<file path="config.mk">
export PLATFORM = sky130hd
export DESIGN_NAME = image_streamer
export DESIGN_NICKNAME = d
export VERILOG_FILES = /design/src/rtl/image_streamer.sv
export SDC_FILE = /design/constraint.sdc
export NUM_CORES = 1
export LEC_CHECK = 0
export CORE_ASPECT_RATIO = 0.5
export CORE_MARGIN = 8
export CORE_UTILIZATION = 48
export CTS_CLUSTER_SIZE = 14
export DETAILED_ROUTE_END_ITERATION = 10
export MAX_ROUTING_LAYER = met4
export PLACE_DENSITY = 0.75
export SLEW_MARGIN = 20
export SYNTH_ARGS = -nofsm -noshare
export SYNTH_HDL_FRONTEND = slang
export SYNTH_SLANG_ARGS = --single-unit
export TNS_END_PERCENT = 100
</file>
<file path="constraint.sdc">
create_clock -name clk_in -period 3.2 [get_ports clk_in]
set_input_delay 0.48 -clock clk_in [delete_from_list [all_inputs] [get_ports clk_in]]
set_output_delay 0.48 -clock clk_in [all_outputs]
set_load 0.005 [all_outputs]
</file>
<file path="src/rtl/image_streamer.sv">
// Raster-scan BRAM reader: streams one stored image as (data, x, y, valid) beats,
// carrying the coordinates alongside each read to cover the BRAM read latency.
module image_streamer #(
    parameter int unsigned BIT_DEPTH    = 8,
    parameter int unsigned WIDTH        = 64,
    parameter int unsigned HEIGHT       = 64,
    parameter int unsigned BRAM_LATENCY = 2,
    localparam int unsigned ADDR_W      = (WIDTH * HEIGHT > 1) ? $clog2(WIDTH * HEIGHT) : 1
) (
    input  logic                 clk_in,
    input  logic                 rst_in,
    input  logic                 start_in,
    output logic [ADDR_W-1:0]    read_addr_out,
    input  logic [BIT_DEPTH-1:0] bram_data_in,
    output logic [BIT_DEPTH-1:0] data_out,
    output logic [7:0]           data_x_out,
    output logic [7:0]           data_y_out,
    output logic                 data_valid_out,
    output logic                 busy_out,
    output logic                 done_out
);

    localparam int unsigned CW  = 8;
    localparam int unsigned DW  = (BRAM_LATENCY + 1 > 1) ? $clog2(BRAM_LATENCY + 1) : 1;
    localparam logic [CW-1:0] X_MAX = CW'(WIDTH - 1);
    localparam logic [CW-1:0] Y_MAX = CW'(HEIGHT - 1);
    localparam logic [DW-1:0] DRAIN_LAST = DW'(BRAM_LATENCY);

    typedef enum logic [1:0] {
        IDLE  = 2'd0,
        SCAN  = 2'd1,
        DRAIN = 2'd2
    } state_t;

    state_t          state;
    state_t          state_next;
    logic [CW-1:0]   x_cnt;
    logic [CW-1:0]   y_cnt;
    logic [DW-1:0]   drain_cnt;
    logic            last_issue_c;
    logic            load_c;
    logic            advance_c;
    logic [CW-1:0]   x_nxt_c;
    logic [CW-1:0]   y_nxt_c;
    logic [ADDR_W-1:0] addr_nxt_c;

    logic            v_pipe [BRAM_LATENCY];
    logic [CW-1:0]   x_pipe [BRAM_LATENCY];
    logic [CW-1:0]   y_pipe [BRAM_LATENCY];

    assign last_issue_c = (x_cnt == X_MAX) && (y_cnt == Y_MAX);

    // State register
    always_ff @(posedge clk_in) begin
        if (rst_in) begin
            state <= IDLE;
        end else begin
            state <= state_next;
        end
    end

    // Next-state logic
    always_comb begin
        state_next = state;
        case (state)
            IDLE:    if (start_in) state_next = SCAN;
            SCAN:    if (last_issue_c) state_next = DRAIN;
            DRAIN:   if (drain_cnt == DRAIN_LAST) state_next = IDLE;
            default: state_next = IDLE;
        endcase
    end

    // Scan-control decode: frame load, raster advance and the next coordinate/address
    always_comb begin
        load_c     = 1'b0;
        advance_c  = 1'b0;
        x_nxt_c    = x_cnt;
        y_nxt_c    = y_cnt;
        if (state == IDLE && start_in) begin
            load_c = 1'b1;
        end
        if (state == SCAN && !last_issue_c) begin
            advance_c = 1'b1;
            if (x_cnt == X_MAX) begin
                x_nxt_c = '0;
                y_nxt_c = y_cnt + CW'(1);
            end else begin
                x_nxt_c = x_cnt + CW'(1);
            end
        end
        addr_nxt_c = ADDR_W'(y_nxt_c) * ADDR_W'(WIDTH) + ADDR_W'(x_nxt_c);
    end

    // Read issue: coordinate counters, BRAM address, drain counter and busy flag
    always_ff @(posedge clk_in) begin
        if (rst_in) begin
            x_cnt         <= '0;
            y_cnt         <= '0;
            read_addr_out <= '0;
            drain_cnt     <= '0;
            busy_out      <= 1'b0;
        end else begin
            if (load_c) begin
                x_cnt         <= '0;
                y_cnt         <= '0;
                read_addr_out <= '0;
            end else if (advance_c) begin
                x_cnt         <= x_nxt_c;
                y_cnt         <= y_nxt_c;
                read_addr_out <= addr_nxt_c;
            end
            drain_cnt <= (state == DRAIN) ? drain_cnt + DW'(1) : '0;
            busy_out  <= (state_next != IDLE);
        end
    end

    // Delay line carrying issue-valid and coordinates while the BRAM read is in flight
    always_ff @(posedge clk_in) begin
        if (rst_in) begin
            for (int i = 0; i < BRAM_LATENCY; i++) begin
                v_pipe[i] <= 1'b0;
                x_pipe[i] <= '0;
                y_pipe[i] <= '0;
            end
        end else begin
            v_pipe[0] <= (state == SCAN);
            x_pipe[0] <= x_cnt;
            y_pipe[0] <= y_cnt;
            for (int i = 1; i < BRAM_LATENCY; i++) begin
                v_pipe[i] <= v_pipe[i-1];
                x_pipe[i] <= x_pipe[i-1];
                y_pipe[i] <= y_pipe[i-1];
            end
        end
    end

    // Output register: captures BRAM data with its coordinates; payload holds when idle
    always_ff @(posedge clk_in) begin
        if (rst_in) begin
            data_out       <= '0;
            data_x_out     <= '0;
            data_y_out     <= '0;
            data_valid_out <= 1'b0;
            done_out       <= 1'b0;
        end else begin
            data_valid_out <= v_pipe[BRAM_LATENCY-1];
            done_out       <= v_pipe[BRAM_LATENCY-1]
                              && (x_pipe[BRAM_LATENCY-1] == X_MAX)
                              && (y_pipe[BRAM_LATENCY-1] == Y_MAX);
            if (v_pipe[BRAM_LATENCY-1]) begin
                data_out   <= bram_data_in;
                data_x_out <= x_pipe[BRAM_LATENCY-1];
                data_y_out <= y_pipe[BRAM_LATENCY-1];
            end
        end
    end

endmodule

</file>
; ---- Word level (Yosys, flattened, before mapping)
; Memory sizes are Yosys's and may differ from the RTL's.
; Cells that the tools add are included.
[totals]
out_inout_bits = 39
mem_bits_rw = 34
mem_count = 3
word_cells = 63
input_bits = 11
regBits = 59
[classes]
n_eq_ne = 7
n_bitwise = 7
n_mux = 19
reduce_logical = 11
addsub = 4
[memory_table]
columns = name, depth, word_bits, read_ports, rd_ports_with_merged_regs, write_ports, line
row1 = x_pipe, 2, 8, 2, 0, 2, 48  ; logic [CW-1:0] x_pipe [BRAM_LATENCY];
row2 = y_pipe, 2, 8, 2, 0, 2, 49  ; logic [CW-1:0] y_pipe [BRAM_LATENCY];
row3 = v_pipe, 2, 1, 2, 0, 2, 47  ; logic v_pipe [BRAM_LATENCY];
[op_table]
columns = op, count
row1 = $mux W8, 6
row2 = $eq A8 B6 Y1 const B, 4
row3 = $add A8 B1 Y8 const B, 2
row4 = $add A12 B8 Y12, 1
row5 = $mux W6, 2
row6 = $mux W1, 7
row7 = $mux W2, 3
row8 = $or A1 B1 Y1, 6
row9 = $pmux W2 S3, 1
row10 = $logic_and A1 B1 Y1, 5
row11 = $eq A2 B2 Y1 const B, 2
row12 = $reduce_or A2 Y1, 2
row13 = $reduce_and A3 Y1, 1
row14 = $add A2 B1 Y2 const B, 1
row15 = $eq A2 B1 Y1 const B, 1
row16 = $logic_not A2 Y1, 1
row17 = $reduce_bool A2 Y1, 1
row18 = $logic_not A1 Y1, 1
row19 = $not A1 Y1, 1

; ---- Longest topological paths before layout
[logic_depth]
word_depth = 6
ltp_mapped = 12
ltp_nobuf = 11

; ---- Worst setup path after synthesis
; No wires, ideal clock.
[synth_path]
path_kind = register to register
start = register, netlist name read_addr_out[5]
end = register read_addr_out[10]
slack_ps = 15
n_path_buf = 2
t_required_ps = 3068
setup_time_ps = 132
arrival_time_ps = 3052
stages_incl_launch_ff = 13
period_less_slack_ps = 3185
cell_sequence = dfxtp_1 -> or3b_1 -> buf_2 -> or3_4 -> or2_2 -> clkbuf_1 -> xnor2_1 -> ha_1 -> inv_1 -> fa_1 -> or4_1 -> nand3_1 -> a21oi_1
[synth_lines]
columns = element, line
row1 = end signal: assignment, 110  ; read_addr_out <= addr_nxt_c;
row2 = end: declaration, 13  ; output logic [ADDR_W-1:0] read_addr_out,

==> metrics.yaml <==
grt:
  grt_overflow: 0
  grt_use_met1: 0.180
  grt-busiest-layer: "met2"
  antenna_found_initial: 0
  grt_usage: 0.162
  met2_usage: 0.261
  grt_pass1_vias: 2435
  use_met3: 0.0687
  grt_pass1_wl_um: 12100
  grt_max_degree: 61
cells_and_area:
  drive_above_1_share: 0.0972
  nets: 403
  stdcell_area_um2: 4190
  diodes: 0
  fillers: 541
  syn2layout_area_growth_pct: 27.3
yosys:
  synth_edf_count: 0
  synthTopCellsByArea: "dfxtp_1 (53%), mux2i_1 (7.3%), nor2b_1 (6.7%)"
  yosys.area.top_type_share: 0.530
  netlist_instances: 340
  syn-mean-instance-area_um2: 9.67
  synthMostInstantiatedCell: "dfxtp_1"
  synthesis.nets: 357
  ys_seq_area_frac: 0.530
  async_flop_share: 0
  synth.ff_latch_count: 87
  yosysWarnings: 0
  syn_area_um2: 3290
  synthTopCellsByCount: "dfxtp_1 (87), nor2_1 (52), nor2b_1 (35)"
  synth_top_area_cell: "dfxtp_1"
  synth_cell_types: 45
  synth_ff_type: "dfxtp_1"
detailed_routing:
  via_per_inst: 5.00
  wire_per_inst_um: 15.1
  drc: 0
  drt_iter0_markers: 141
  dr_total_vias: 2417
  first_pass_iters: 4
  ant_nets: 0
  wl_um: 7310
floorplan:
  rows: 21
  ios: 50
  die_area_um2: 9910
  core_um2: 6650
  die_w_um: 133
  initial_utilization: 0.494
  fp.dieH_um: 74.5
critical_path:
  crit_path_end_kind: "flop"
  critPathLaunch: "read_addr_out[1]$_SDFFE_PP0N_"
  crit_arrival_ns: 3.27
  reg2reg_to: "read_addr_out[10]$_SDFFE_PP0N_"
  crit-reg2reg-launch: "read_addr_out[1]$_SDFFE_PP0N_"
  rrSetupSlack_ns: 0.12
  reg2reg_depth: 11
  critPathLaunchType: "flop"
  worstPathMaxFanout: 4
  criticalPathCategory: "reg2reg"
  cp.required_ns: 3.39
  worstSetupEndpoint: "read_addr_out[10]$_SDFFE_PP0N_"
placed_design:
  place_area_um2: 3860
  gp_congestion: 0.886
  io_buffers: 49
  dp_hpwl_um: 5220
clocking:
  clock_path_buffers: 2
  cts_tree: "yes"
  cts-buffers-inserted: 9
  clk_latency_ns: 0.34
  root_buffer: "clkbuf_16"
  htree_levels: 3
  cts.sinks: 87
  clk_pin_slew_ns: 0.06
timing:
  relSlewSlack: 0.549
  tns_ns: 0
  fin_hold_ws_ns: 0.398
  finalCritPeriodShare: 0.962
  slew_viol_final: 0
  rsz0062_at_grt: "no"
  hold_viol_final: 0
  fmax_mhz: 325
  finalClockSkew_ns: 0.00520
  fin_crit_ns: 3.08
  setup_viol: 0
  worstMarginPinSlew_ns: 0.676
power_and_ir_drop:
  leakage_uw: 0.00149
  p_total_uw: 2230
  ir_drop_mv: 0.325
  powerDensity_nw_per_um2: 532
run_status:
  status: "completed"
hold_path:
  hold_path_class: "in2reg"
run:
  max-cap-violations: 0
cells by family (layout without fill, tap and decap cells):
| family | count (synthesis) | count (layout) | share of synthesized area |
|---|---|---|---|
| AOI/OAI and AO/OA | 32 | 32 | 0.0609 |
| xor gates and xnor gates | 10 | 10 | 0.0266 |
| adders and majority gates | 6 | 6 | 0.0251 |
| buffers and inverters | 34 | 85 | 0.0461 |
| DFF | 87 | 87 | 0.530 |
| muxes | 25 | 25 | 0.0765 |
| and+or+nand+nor | 146 | 146 | 0.235 |
layout make-up:
type	instances	area, µm²	share of cell area
sequential	87	1740	0.416
clock buffer	9	225	0.0538
inverter	8	30.0	0.00717
multi-input combinational	219	1420	0.339
tap	92	115	0.0275
timing repair buffer	61	576	0.138
clock inverter	7	76.3	0.0182
critical path, stage by stage (launching register included):
cell and delay (ns):
dfxtp_1 0.35, ha_2 0.21, nand4_1 0.14, or3_4 0.41, or2_4 0.28, xnor2_4 0.17, ha_2 0.20, inv_1 0.05
fa_1 0.41, or4_1 0.55, nand3_1 0.10, a21oi_1 0.06
placed cells by master (no fill, tap or decap), types with 2 or more instances in the layout:
| cell type | synthesis | routed |
|---|---|---|
| clkdlybuf4s50_1 | 0 | 48 |
| clkbuf_16 | 0 | 9 |
| a21oi_1 | 12 | 12 |
| dfxtp_1 | 87 | 86 |
| or3_1 | 2 | 2 |
| and2_1 | 3 | 3 |
| nand3_1 | 7 | 7 |
| buf_4 | 6 | 12 |
| nand3b_1 | 2 | 2 |
| inv_6 | 0 | 3 |
| nor2_1 | 52 | 52 |
| nand2_1 | 13 | 13 |
| nor3_1 | 10 | 10 |
| a211oi_1 | 2 | 2 |
| nand4_1 | 4 | 4 |
| o31ai_1 | 3 | 3 |
| inv_1 | 8 | 8 |
| nor4_1 | 3 | 3 |
| nor2b_1 | 35 | 35 |
| xnor2_1 | 9 | 8 |
| a31oi_1 | 2 | 2 |
| o21ai_0 | 6 | 6 |
| ha_2 | 0 | 2 |
| nand2b_1 | 3 | 3 |
| mux2i_1 | 24 | 24 |
| ha_1 | 5 | 3 |
| clkinvlp_4 | 0 | 2 |
| or4_1 | 2 | 2 |
power by group:
| group | internal [µW] | total, µW | switching [µW] |
|---|---|---|---|
| Combinational | 40.5 | 91.4 | 50.9 |
| Sequential | 1090 | 1100 | 5.47 |
| Clock | 611 | 1040 | 428 |
| Total | 1740 | 2230 | 484 |
routing by layer:
metal | up-vias | share of wire
li1 | 1225 | -
met1 | 1120 | 0.46
met2 | 61 | 0.47
met3 | 11 | 0.064
met4 | 0 | 0.015
met5 | - | 0
state kept, by name, indices dropped and copies added, names as in the netlist:
signal	flops
state	2
data_y_out	8
busy_out	1
y_cnt	8
read_addr_out	12
y_pipe	16
data_valid_out	1
x_cnt	2
drain_cnt	2
v_pipe	2
data_out	8
data_x_out	8
x_pipe	16
done_out	1
metrics by stage:
stage	setup slack, ns	util	instances
6_report	0.122	0.630	483
3_5_place_dp	0.0397	0.580	467
3_3_place_gp	0.135	0.580	467
4_1_cts	0.0178	0.625	483
5_1_grt	0.0228	0.630	483
2_1_floorplan	0.0153	-	340
worst min-delay path by stage:
stage | startpoint | end | slack (ns) | depth (start not counted)
after floorplan | drain_cnt[0]$_SDFF_PP0_ | drain_cnt[0]$_SDFF_PP0_ | 0.39 | 1
after global placement | drain_cnt[0]$_SDFF_PP0_ | drain_cnt[0]$_SDFF_PP0_ | 0.40 | 1
after detailed placement | drain_cnt[0]$_SDFF_PP0_ | drain_cnt[0]$_SDFF_PP0_ | 0.41 | 1
after CTS | rst_in | state[1]$_SDFF_PP0_ | 0.37 | 2
after global routing | rst_in | state[1]$_SDFF_PP0_ | 0.40 | 2
final | rst_in | state[1]$_SDFF_PP0_ | 0.40 | 2
timing repair:
action,in CTS,in global routing
resized for setup,0,6
setup endpoints to repair,0,1
hold buffers,0,0
buffers inserted,0,0
(Power assumes the default switching activity.)
